===== src/rtl/mem_router_pkg.sv =====
// Shared definitions for the core memory bus router: default address map
// constants and the router FSM state encoding.
package mem_router_pkg;

  localparam logic [31:0] BRAM_BASE  = 32'h0000_0000;
  localparam logic [31:0] BRAM_TOP   = 32'h0000_1000;
  localparam logic [31:0] UART_BASE  = 32'h0000_1000;
  localparam logic [31:0] UART_TOP   = 32'h0000_1004;
  localparam logic [31:0] TIMER_BASE = 32'h0000_2000;
  localparam logic [31:0] TIMER_TOP  = 32'h0000_2010;

  typedef logic [1:0] state_t;
  localparam state_t ST_IDLE = 2'd0;
  localparam state_t ST_BUSY = 2'd1;
  localparam state_t ST_ERR  = 2'd2;

endpackage


===== src/rtl/mem_router_dec.sv =====
// Combinational priority address decoder: lowest matching slave index wins.
module mem_router_dec
  import mem_router_pkg::*;
#(
  parameter int                      NSLV     = 3,
  parameter int                      SELW     = $clog2(NSLV + 1),
  parameter logic [NSLV-1:0][31:0]   SLV_BASE = {NSLV{32'h0}},
  parameter logic [NSLV-1:0][31:0]   SLV_TOP  = {NSLV{32'h0}}
) (
  input  logic [31:0]     addr,
  output logic [SELW-1:0] sel,
  output logic            hit_any
);

  logic [NSLV-1:0] hit;

  for (genvar i = 0; i < NSLV; i++) begin : g_hit
    assign hit[i] = (addr >= SLV_BASE[i]) && (addr < SLV_TOP[i]);
  end

  // Scan from the top so the lowest index is the last (winning) assignment.
  always_comb begin
    sel = '0;
    for (int i = NSLV - 1; i >= 0; i--)
      if (hit[i]) sel = SELW'(i);
  end

  assign hit_any = |hit;

endmodule


===== src/rtl/mem_router.sv =====
// Single-master, NSLV-slave memory bus router with a parameter-driven address
// map, one tracked outstanding transaction, unmapped-error and timeout responses.
module mem_router
  import mem_router_pkg::*;
#(
  parameter int                    NSLV        = 3,
  parameter logic [NSLV-1:0][31:0] SLV_BASE    = {NSLV{32'h0}},
  parameter logic [NSLV-1:0][31:0] SLV_TOP     = {NSLV{32'h0}},
  parameter int                    DEFAULT_SLV = 0,
  parameter int                    TIMEOUT     = 1024
) (
  input  logic                 clk,
  input  logic                 rst,
  input  logic                 mem_valid,
  input  logic                 mem_instr,
  input  logic [31:0]          mem_addr,
  input  logic [31:0]          mem_wdata,
  input  logic [3:0]           mem_wstrb,
  output logic [31:0]          mem_rdata,
  output logic                 mem_ready,
  output logic                 mem_error,
  output logic [NSLV-1:0]      slv_valid,
  output logic                 slv_instr,
  output logic [31:0]          slv_addr,
  output logic [31:0]          slv_wdata,
  output logic [3:0]           slv_wstrb,
  input  logic [NSLV*32-1:0]   slv_rdata,
  input  logic [NSLV-1:0]      slv_ready
);

  localparam int              SELW       = $clog2(NSLV + 1);
  localparam int              CW         = (TIMEOUT > 0) ? $clog2(TIMEOUT + 1) : 1;
  localparam logic [CW-1:0]   CNT_LAST   = CW'((TIMEOUT > 0) ? TIMEOUT - 1 : 0);
  localparam logic [CW-1:0]   CNT_ONE    = CW'(1);
  localparam logic [SELW-1:0] DEF_SEL    = SELW'(DEFAULT_SLV);
  localparam bit              DEF_MAPPED = (DEFAULT_SLV < NSLV);

  state_t          state;
  logic [SELW-1:0] cur;
  logic [CW-1:0]   cnt;
  logic [SELW-1:0] dec_sel, sel;
  logic            hit_any, mapped;
  logic            sel_ready, cur_ready;
  logic [31:0]     sel_rdata, cur_rdata;

  mem_router_dec #(
    .NSLV     (NSLV),
    .SELW     (SELW),
    .SLV_BASE (SLV_BASE),
    .SLV_TOP  (SLV_TOP)
  ) u_dec (
    .addr    (mem_addr),
    .sel     (dec_sel),
    .hit_any (hit_any)
  );

  assign sel    = hit_any ? dec_sel : DEF_SEL;
  assign mapped = hit_any || DEF_MAPPED;

  // Response muxes for the freshly decoded slave and the tracked one.
  always_comb begin
    sel_ready = 1'b0;
    sel_rdata = '0;
    cur_ready = 1'b0;
    cur_rdata = '0;
    for (int i = 0; i < NSLV; i++) begin
      if (sel == SELW'(i)) begin
        sel_ready = slv_ready[i];
        sel_rdata = slv_rdata[32*i +: 32];
      end
      if (cur == SELW'(i)) begin
        cur_ready = slv_ready[i];
        cur_rdata = slv_rdata[32*i +: 32];
      end
    end
  end

  always_comb begin
    slv_valid = '0;
    mem_ready = 1'b0;
    mem_error = 1'b0;
    mem_rdata = '0;
    if (rst) begin
      case (state)
        ST_IDLE: if (mem_valid && mapped) begin
          for (int i = 0; i < NSLV; i++) slv_valid[i] = (sel == SELW'(i));
          if (sel_ready) begin
            mem_ready = 1'b1;
            mem_rdata = sel_rdata;
          end
        end
        ST_BUSY: if (cur_ready) begin
          mem_ready = 1'b1;
          mem_rdata = cur_rdata;
        end
        ST_ERR: begin
          mem_ready = 1'b1;
          mem_error = 1'b1;
        end
        default: ;
      endcase
    end
  end

  assign slv_instr = rst & mem_instr;
  assign slv_addr  = rst ? mem_addr  : '0;
  assign slv_wdata = rst ? mem_wdata : '0;
  assign slv_wstrb = rst ? mem_wstrb : '0;

  always_ff @(posedge clk) begin
    if (!rst) begin
      state <= ST_IDLE;
      cur   <= '0;
      cnt   <= '0;
    end else begin
      case (state)
        ST_IDLE: if (mem_valid) begin
          if (!mapped) begin
            state <= ST_ERR;
          end else if (!sel_ready) begin
            state <= ST_BUSY;
            cur   <= sel;
            cnt   <= '0;
          end
        end
        ST_BUSY: begin
          if (cnt != '1) cnt <= cnt + CNT_ONE;
          if (cur_ready)
            state <= ST_IDLE;
          else if (TIMEOUT != 0 && cnt == CNT_LAST)
            state <= ST_ERR;
        end
        ST_ERR:  state <= ST_IDLE;
        default: state <= ST_IDLE;
      endcase
    end
  end

endmodule


===== config.mk =====
export PLATFORM = sky130hd
export DESIGN_NAME = mem_router
export DESIGN_NICKNAME = d
export VERILOG_FILES = /design/src/rtl/mem_router_pkg.sv /design/src/rtl/mem_router_dec.sv /design/src/rtl/mem_router.sv
export SDC_FILE = /design/constraint.sdc
export NUM_CORES = 1
export LEC_CHECK = 0
export ABC_AREA = 1
export BUFFER_PORTS_ARGS = -buffer_cell sky130_fd_sc_hd__buf_2
export CAP_MARGIN = 20
export CORE_AREA = 8 8 101 103
export DETAILED_ROUTE_END_ITERATION = 6
export DIE_AREA = 0 0 109 111
export PLACE_DENSITY = 0.79
export RECOVER_POWER = 25
export REMOVE_ABC_BUFFERS = 1
export SYNTH_ARGS = -nofsm -noshare
export SYNTH_HDL_FRONTEND = slang
export SYNTH_HIERARCHICAL = 1
export SYNTH_SLANG_ARGS = --single-unit

===== constraint.sdc =====
create_clock -name clk -period 2.07 [get_ports clk]
set_input_delay 0.3105 -clock clk [delete_from_list [all_inputs] [get_ports clk]]
set_output_delay 0.3105 -clock clk [all_outputs]
set_load 0.02 [all_outputs]

==> results.sh <==
export IMPL_ys_seq_area_share_pct=9.66
export IMPL_worstHoldStart="slv_ready[2]"
export IMPL_insertion_delay_ps=250
export IMPL_vias_per_cell=5.01
export IMPL_drt_wl_total_mm=15.0
export IMPL_final_area_um2=5080
export IMPL_ios=277
export IMPL_drt_iter0_drc=329
export IMPL_yosysTopAreaCell="nand2_1"
export IMPL_die_h_um=111
export IMPL_overflow=0
export IMPL_ir_worst_vdd_v=0.000226
export IMPL_yosys_cell_types_count=31
export IMPL_skew_ps=1.07
export IMPL_final_setup_viol_count=0
export IMPL_powerDensity_nw_per_um2=306
export IMPL_rr_startpoint="cnt[1]"
export IMPL_core_rowCount=34
export IMPL_numCtsBuffers=3
export IMPL_min_period_over_period_pct=99.9
export IMPL_synthFlopType="dfxtp_1"
export IMPL_hpwl_mm=11.4
export IMPL_fmax_mhz=484
export IMPL_area_growth_pct=63.6
export IMPL_clk_pin_slew_ps=60
export IMPL_ys_seq_elements=15
export IMPL_fin_nets=1051
export IMPL_place_area_um2=4580
export IMPL_drive_gt1_share_pct=40.5
export IMPL_crit_buf_inv=3
export IMPL_antenna_found_initial=1
export IMPL_whs_ps=420
export IMPL_wl_per_cell_um=15.2
export IMPL_status="finished clean"
export IMPL_finalMaxSlewViolations=0
export IMPL_grt_max_degree=76
export IMPL_ant_nets=0
export IMPL_async_reset_ff_share_pct=0
export IMPL_critical_path_class="reg2out"
export IMPL_dieWidth_um=109
export IMPL_cts_max_path_buffers=2
export IMPL_reg2reg_slack_ps=410
export IMPL_max_cap_violations=0
export IMPL_cp_max_fo=8
export IMPL_synth_top_cells_by_area="nand2_1, inv_1, dfxtp_1"
export IMPL_first_global_vias=4510
export IMPL_cp_common_cell="nor2_4"
export IMPL_ctsHoldBuffers=0
export IMPL_clockRootBuffer="clkbuf_8"
export IMPL_period_needed_ps=2070
export IMPL_gp_congestion=0.924
export IMPL_utilization_pct=59.5
export IMPL_core_um2=8550
export IMPL_via_count=4939
export IMPL_max_stage_delay_ps=360
export IMPL_end_kind="primary output"
export IMPL_holdPathStages=4
export IMPL_yosysTopAreaCellShare_pct=21.7
export IMPL_htreeDepth=1
export IMPL_final_cell_mix="buf_2, nand2_1, inv_1"
export IMPL_holdPathEnd="state[1]"
export IMPL_cp_data_required_time_ps=1760
export IMPL_cts_tree="done"
export IMPL_io_buffers=274
export IMPL_report_final_hold_viol_count=0
export IMPL_die_area_um2=12100
export IMPL_layout_commonest_cell="buf_2"
export IMPL_drcViolationCount=0
export IMPL_firstDrtPassIters=7
export IMPL_hold_class="in2reg"
export IMPL_grt_pass1_wl_mm=21.6
export IMPL_postSynthAreaPerCell_um2=5.10
export IMPL_critical_path_slowest_cell="dfxtp_4"
export IMPL_grt_total_usage_pct=21.4
export IMPL_rsz0062_at_grt="yes"
export IMPL_start_util_pct=36.3
export IMPL_syn_inst=609
export IMPL_synth_edf_count=0
export IMPL_worstRegToRegCells=9
export IMPL_arrival_ps=1760
export IMPL_cp_top_family="simple AND/OR/NAND/NOR gates"
export IMPL_diodes=0
export IMPL_worstReg2RegEnd="cnt[9]"
export IMPL_yosysWarnings=6
export IMPL_cts_sinks=15
export IMPL_cp_cell_sequence="nor2_4 > inv_2 > nor2_4 > nand2_2 > nor2_4 > clkbuf_16 > nand2_1 > o21ai_2 > buf_6"
export IMPL_p_leak_nw=3.12
export IMPL_critPathLaunchType="flop"
export IMPL_syn_area_um2=3110
[synthesized netlist by cell type, drive strengths merged, types with 7 or more instances]
cell,number
buf,14
dfxtp,15
o22ai,25
o211ai,7
nor2,39
inv,148
o221ai,25
a31oi,11
a21oi,32
o21ai,37
clkbuf,24
nand3,22
nand2,194
[area by class of cell]
class | instances | area, um^2
Clock buffer | 4 | 45.0
Fill cell | 836 | 3470
Inverter | 149 | 573
Multi-Input combinational cell | 409 | 2210
Sequential cell | 15 | 313
Tap cell | 108 | 135
Timing Repair Buffer | 300 | 1800
Timing Repair inverter | 1 | 7.51
[metrics by stage]
step	power, mW	std cells	worst slack, ps	setup TNS (ps)
6_report	1.55	986	2.80	0
2_1_floorplan	0.812	573	-786	-18810
3_5_place_dp	1.20	969	97.7	0
3_3_place_gp	1.20	969	141	0
4_1_cts	1.47	975	-24.3	-24.3
5_1_grt	1.67	986	-84.0	-714
[worst max-delay path by stage]
| stage | start | endpoint | slack (ps) | cells past startpoint |
|---|---|---|---|---|
| 2_1_floorplan | cur[0] | mem_rdata[0] | -790 | 7 |
| 3_3_place_gp | cur[0] | mem_rdata[25] | 140 | 7 |
| 3_5_place_dp | cur[0] | mem_rdata[29] | 100 | 7 |
| 4_1_cts | cur[0] | mem_rdata[31] | -20 | 7 |
| 5_1_grt | state[0] | mem_rdata[0] | -80 | 9 |
| 6_report | state[1] | mem_rdata[0] | 3 | 9 |
[worst reg2reg max path, stage by stage (launching register included)]
cell and delay [ps]:
dfxtp_1 360, ha_1 250, nand2_1 110, nor2_2 160
nand2_1 100, o21ai_1 130, nand2_1 80, buf_4 180
a21oi_1 150, nor2_1 60
[cell families (layout without fill, tap and decap cells)]
family	Yosys count	in the layout	share of synthesized area (%)
buffers and inverters	187	454	24.3
AOI/OAI and AO/OA	143	143	29.9
and+or+nand+nor	262	262	35.6
adders and majority gates	1	1	0.403
other	1	3	0.121
DFF	15	15	9.66
[timing repair]
| action | 4_1_cts | 5_1_grt |
|---|---|---|
| pin swaps | 0 | 6 |
| gates cloned | 2 | 5 |
| gates resized for setup | 13 | 89 |
| buffers inserted | 0 | 6 |
| setup endpoints to repair | 32 | 32 |
[routing by layer]
layer	up-vias	share of wire, %	global-route usage (%)	routed length (um)
li1	2478	-	-	-
met1	2109	37	24.8	5490
met2	313	49	38.0	7270
met3	37	12	5.52	1740
met4	2	3.1	4.66	472
met5	-	0.080	0	12
[flip-flops by register name, summed over array words and instances, names as in the netlist]
name	cells
cnt	11
cur	2
state	2
[report_power, final]
part / switching [mW] / leakage, nW / total [mW] / internal (mW)
registers: 0.0133 / 0.125 / 0.311 / 0.298
logic: 0.588 / 2.98 / 0.999 / 0.411
clock network: 0.107 / 0.0228 / 0.244 / 0.137
total: 0.709 / 3.12 / 1.55 / 0.846
Note: power is estimated with default switching activity, not from simulation.
